File: config.mk
export PLATFORM = sky130hd
export DESIGN_NAME = puf_eval_ctrl
export DESIGN_NICKNAME = d
export VERILOG_FILES = /design/src/rtl/puf_eval_ctrl.sv
export SDC_FILE = /design/constraint.sdc
export NUM_CORES = 1
export LEC_CHECK = 0
export BUFFER_PORTS_ARGS = -buffer_cell sky130_fd_sc_hd__buf_2
export CORE_ASPECT_RATIO = 0.9
export CORE_MARGIN = 5
export CORE_UTILIZATION = 54
export DETAILED_ROUTE_END_ITERATION = 6
export HOLD_SLACK_MARGIN = 0.12
export PLACE_DENSITY = 0.79
export SYNTH_ARGS = -nofsm -noshare
export SYNTH_HDL_FRONTEND = slang
export SYNTH_SLANG_ARGS = --single-unit
export TNS_END_PERCENT = 30
File: constraint.sdc
create_clock -name clk -period 2.2 [get_ports clk]
set_input_delay 0.11 -clock clk [delete_from_list [all_inputs] [get_ports clk]]
set_output_delay 0.11 -clock clk [all_outputs]
set_load 0.02 [all_outputs]
File: src/rtl/puf_eval_ctrl.sv
// PUF evaluation controller: sequences reset/enable of a one-bit PUF cell,
// samples its output through a 2-flop synchronizer N_EVAL times, and reports
// a majority-voted response bit, a stability flag and the ones count.
module puf_eval_ctrl #(
  parameter int unsigned N_EVAL        = 15,
  parameter int unsigned RST_CYCLES    = 2,
  parameter int unsigned SETTLE_CYCLES = 16,
  parameter int unsigned CNT_W         = 8
) (
  input  logic             clk,
  input  logic             rst_n,
  input  logic             start_req,
  input  logic             puf_out,
  output logic             puf_start,
  output logic             puf_reset,
  output logic             busy,
  output logic             resp_valid,
  output logic             resp_bit,
  output logic             stable,
  output logic [CNT_W-1:0] ones_count
);

  if ((N_EVAL % 2) == 0 || N_EVAL < 1 || N_EVAL > 255) begin : g_bad_neval
    $error("puf_eval_ctrl: N_EVAL must be odd and in 1..255");
  end
  if ((2 ** CNT_W) <= N_EVAL) begin : g_bad_cntw
    $error("puf_eval_ctrl: CNT_W too narrow for N_EVAL");
  end
  if (RST_CYCLES < 1 || SETTLE_CYCLES < 3 ||
      RST_CYCLES > (2 ** CNT_W) || SETTLE_CYCLES > (2 ** CNT_W)) begin : g_bad_cyc
    $error("puf_eval_ctrl: RST_CYCLES/SETTLE_CYCLES out of range");
  end

  localparam logic [CNT_W-1:0] RST_LAST    = CNT_W'(RST_CYCLES - 1);
  localparam logic [CNT_W-1:0] SETTLE_LAST = CNT_W'(SETTLE_CYCLES - 1);
  localparam logic [CNT_W-1:0] NEVAL_C     = CNT_W'(N_EVAL);
  localparam logic [CNT_W-1:0] HALF_C      = CNT_W'(N_EVAL / 2);

  typedef enum logic [1:0] {
    S_IDLE = 2'd0,
    S_PRST = 2'd1,
    S_ENBL = 2'd2,
    S_DONE = 2'd3
  } state_e;

  state_e           state_q, state_d;
  logic [CNT_W-1:0] cyc_q, cyc_d;
  logic [CNT_W-1:0] eval_q, eval_d;
  logic [CNT_W-1:0] ones_q, ones_d;
  logic             sync1_q, sync2_q;
  logic             resp_bit_q, resp_bit_d;
  logic             stable_q, stable_d;
  logic [CNT_W-1:0] ones_count_q, ones_count_d;
  logic             puf_start_q, puf_reset_q, busy_q, resp_valid_q;

  // Two-flop synchronizer for the asynchronous PUF output.
  always_ff @(posedge clk or negedge rst_n) begin
    if (!rst_n) begin
      sync1_q <= 1'b0;
      sync2_q <= 1'b0;
    end else begin
      sync1_q <= puf_out;
      sync2_q <= sync1_q;
    end
  end

  // Next-state, counters, accumulator and result computation.
  always_comb begin
    state_d      = state_q;
    cyc_d        = cyc_q;
    eval_d       = eval_q;
    ones_d       = ones_q;
    resp_bit_d   = resp_bit_q;
    stable_d     = stable_q;
    ones_count_d = ones_count_q;
    unique case (state_q)
      S_IDLE: begin
        if (start_req) begin
          cyc_d   = '0;
          eval_d  = '0;
          ones_d  = '0;
          state_d = S_PRST;
        end
      end
      S_PRST: begin
        if (cyc_q == RST_LAST) begin
          cyc_d   = '0;
          state_d = S_ENBL;
        end else begin
          cyc_d = cyc_q + 1'b1;
        end
      end
      S_ENBL: begin
        if (cyc_q == SETTLE_LAST) begin
          cyc_d  = '0;
          ones_d = ones_q + CNT_W'(sync2_q);
          eval_d = eval_q + 1'b1;
          if (eval_d == NEVAL_C) begin
            // Results are loaded on entry to DONE so they are visible
            // in the same cycle as the resp_valid pulse.
            state_d      = S_DONE;
            resp_bit_d   = (ones_d > HALF_C);
            stable_d     = (ones_d == '0) || (ones_d == NEVAL_C);
            ones_count_d = ones_d;
          end else begin
            state_d = S_PRST;
          end
        end else begin
          cyc_d = cyc_q + 1'b1;
        end
      end
      S_DONE: begin
        state_d = S_IDLE;
      end
      default: begin
        state_d = S_IDLE;
      end
    endcase
  end

  // State, counters and results; strobes are registered from the next state
  // so puf_reset can carry its own asserted-in-reset value.
  always_ff @(posedge clk or negedge rst_n) begin
    if (!rst_n) begin
      state_q      <= S_IDLE;
      cyc_q        <= '0;
      eval_q       <= '0;
      ones_q       <= '0;
      resp_bit_q   <= 1'b0;
      stable_q     <= 1'b0;
      ones_count_q <= '0;
      puf_start_q  <= 1'b0;
      puf_reset_q  <= 1'b1;
      busy_q       <= 1'b0;
      resp_valid_q <= 1'b0;
    end else begin
      state_q      <= state_d;
      cyc_q        <= cyc_d;
      eval_q       <= eval_d;
      ones_q       <= ones_d;
      resp_bit_q   <= resp_bit_d;
      stable_q     <= stable_d;
      ones_count_q <= ones_count_d;
      puf_start_q  <= (state_d == S_ENBL);
      puf_reset_q  <= (state_d == S_PRST);
      busy_q       <= (state_d == S_PRST) || (state_d == S_ENBL);
      resp_valid_q <= (state_d == S_DONE);
    end
  end

  assign puf_start  = puf_start_q;
  assign puf_reset  = puf_reset_q;
  assign busy       = busy_q;
  assign resp_valid = resp_valid_q;
  assign resp_bit   = resp_bit_q;
  assign stable     = stable_q;
  assign ones_count = ones_count_q;

endmodule

==> metrics <==
Seq cells post-synth=42; Period Utilization, post-route=92.72%; Mean Syn Cell Area=10.45 sq um; worst slew pin tran=approximately 910 ps; Final Setup Violations=0; worst-path fanout max=9; setup TNS=0 ps; # IOs=18; # rows=22; status=finished, final reports clean; Syn Inst Count=221; routed vias=~1700; RSZ-0062 raised after global routing=false; clock latency at the later pin of the worst-skew pair=290 ps; crit path DAT=2220 ps; global-route wire length before repair=7596 um; area delta synth->final=11.32%; Rel. slew slack=approximately two fifths; post-synthesis simple-gate area fraction=between 15 and 20%; post-synth top area cell=dfrtp_1; total power=between 1000 and 1500 uW; Leak Pwr=0.001235 uW; global-route total usage across every layer=between 10% and 20%; ranking of synthesized cells by area=dfrtp_1 (44%), ha_1 (6.5%), o21ai_0 (3.9%); global placer's final weighted congestion=0.8162; DIE WIDTH=78.94 um; drt pass-1 iters=5; clock slew at reported path FFs=80 ps; syn_nets=237; Worst Clk Skew=5.977 ps; TritonCTS clock tree=yes; fraction of the mapped netlist area in adder cells=6.501%; Final Max Slew Viols=0; number of buffers created by CTS=5; largest family of logic cells by synthesized area=simple AND/OR/NAND/NOR gates; Core Region=0.004101 sq mm; Yosys warnings=0; final global-route overflow total=0; Avg WL per Cell=14.81 um; WL met1=between 2000 and 2500 um; Top FF cell, synth=dfrtp_1; CP Capture Type=flop; highest clock rate=490.2 MHz; DP Wirelength=3043 um; CTS sink count=42; Synth async-reset ratio=100.0%; register area share after synthesis=45.56%; share of cells above drive strength 1=20.58%; area of the multi-input gates=0.001169 sq mm; nets=258; register area=0.001052 sq mm; Power Density=around 540 mW/mm^2; Die Ht=72.05 um; Yosys top cell area share=~44%; mux share of post-synthesis cell area=6.663%; Synth Area in Compound Gates=between 10% and 20%; Netlist Area Pre-Place=approximately 0.0023 sq mm; met3 WL post-DR=roughly 140 um; HP Class=in -> reg; vias in the first global route=1661; clk buf depth=2; min Tclk post-route=2040 ps; Max Cap Viol=0; # port buffers=17; initial antenna violation count=0; maximum VDD drop=around 0.00054 V; WP data required=2380 ps; routed wl met2=roughly 2200 um; Routed Antenna Nets=0; Yosys cell types=56; Hold Vio Cnt, Final=0; root buf cell=clkbuf_8; vias per cell=around 5.8; area share of xor/xnor cells in the synthesized design=3.413%; Crit Path Class=reg -> reg; fillers=~340; initial core utilization=a little under three fifths; startpoint type of the worst setup path=flop; uppermost layer routed=met4; EDFF count, synth=0; DRC viols=0; Iteration-0 DRC Markers=94; antenna cell count=0; Total Wirelength=4309 um; die area=~0.0057 sq mm; pin count of the biggest net entering global routing=43; CTS HTree Levels=2; setup repair bufs after CTS=0
layout make-up:
cell class | instances | area share (%)
clock inverters | 2 | 1.460
multi-input cells | 160 | 45.45
repair buffers | 25 | 5.839
flip-flops and latches | 42 | 40.92
well taps | 48 | 2.336
clock buffers | 6 | 2.822
inverters | 8 | 1.168
stage by stage:
step	setup WS, ps	cell area [sq um]	utilization [%]	cells	hold slack (ps)
2_1_floorplan	106.7	2310	-	221	-185.6
3_3_place_gp	192.3	2436	59.40	281	219.4
3_5_place_dp	139.5	2436	59.40	281	220.2
4_1_cts	116.5	2566	62.57	291	202.6
5_1_grt	17.08	2571	62.69	291	261.8
6_report	160.1	2571	62.69	291	197.7
placed cells by master, fill, tap and decap left out, types with 6 or more instances in the layout:
cell / n
nor2_1: 12
nand3_1: 9
mux2_4: 6
o21ai_0: 18
inv_1: 8
dfrtp_1: 41
buf_2: 17
nand2_1: 17
ha_1: 12
buf_4: 6
metal layers:
metal  vias to the layer above  global-route usage (%)
met2                        34                   27.80
met4                         0                   3.435
met3                         2                   3.722
met5                         -                       0
li1                        831                       -
met1                       807                   21.89
synthesized netlist by cell type, types with 2 or more instances:
cell      count
dfrtp_1      41
o21ai_0      18
nand2_1      17
ha_1         12
nor2_1       12
nand3_1       9
inv_1         8
mux2_4        6
clkbuf_1      5
xor2_1        5
a21o_1        4
a21oi_1       4
a22o_1        4
and3_1        4
nand4_1       4
o31ai_1       4
xnor2_1       4
buf_2         3
mux2i_1       3
o211ai_1      3
o21ai_1       3
or3_1         3
a31oi_1       2
and3_2        2
buf_6         2
mux2_2        2
nand2b_1      2
nor2b_1       2
nor3_1        2
nor3b_1       2
nor4b_1       2
o21ai_2       2
o21bai_1      2
kinds of logic (layout without fill, tap and decap cells):
family	count (synthesis)	in the layout
and+or+nand+nor	71	71
AOI/OAI and AO/OA	56	56
DFF	42	42
buffers and inverters	19	41
adders and majority gates	12	12
muxes	12	12
xor gates and xnor gates	9	9
where the power goes:
part | switching [uW] | total, uW | leakage (uW) | internal (uW)
registers | 0.620 | 774 | 0.000543 | 773
clock network | 263 | 601 | 0.0000514 | 339
logic | 17.2 | 23.3 | 0.000641 | 6.06
total | 281 | 1400 | 0.00124 | 1120
state kept, by name, indices dropped and copies added (netlist names), 2 cells and up:
name / count
cyc_q: 8
eval_q: 8
ones_count: 8
ones_q: 8
state_q: 2
worst max-delay path, stage by stage (launching register included):
cell and delay (ps):
dfrtp_1 440, ha_1 300, and3_2 190, o211ai_1 160, o31ai_1 140, nand4_4 130
buf_4 210, mux2_2 350
path summary, 6_finish.rpt:
check / from / endpoint / slack (ps) / depth (start not counted)
max in group asynchronous: rst_n / puf_start / 1140 / 2
hold / removal: start_req / state_q[1] / 200 / 3
setup / recovery: eval_q[0] / ones_count[1] / 160 / 7
setup reg to reg: eval_q[0] / ones_count[1] / 160 / 7
min in group asynchronous: rst_n / cyc_q[1] / 480 / 2
hold reg to reg: sync1_q / sync2_q / 350 / 0
repair_timing:
item                                    in CTS  in global routing
endpoints found under the setup margin       0                  1
gates resized for setup                      0                  1
hold buffers                                 2                  0
hold endpoints to repair                    42                  0
(Power assumes the default switching activity.)
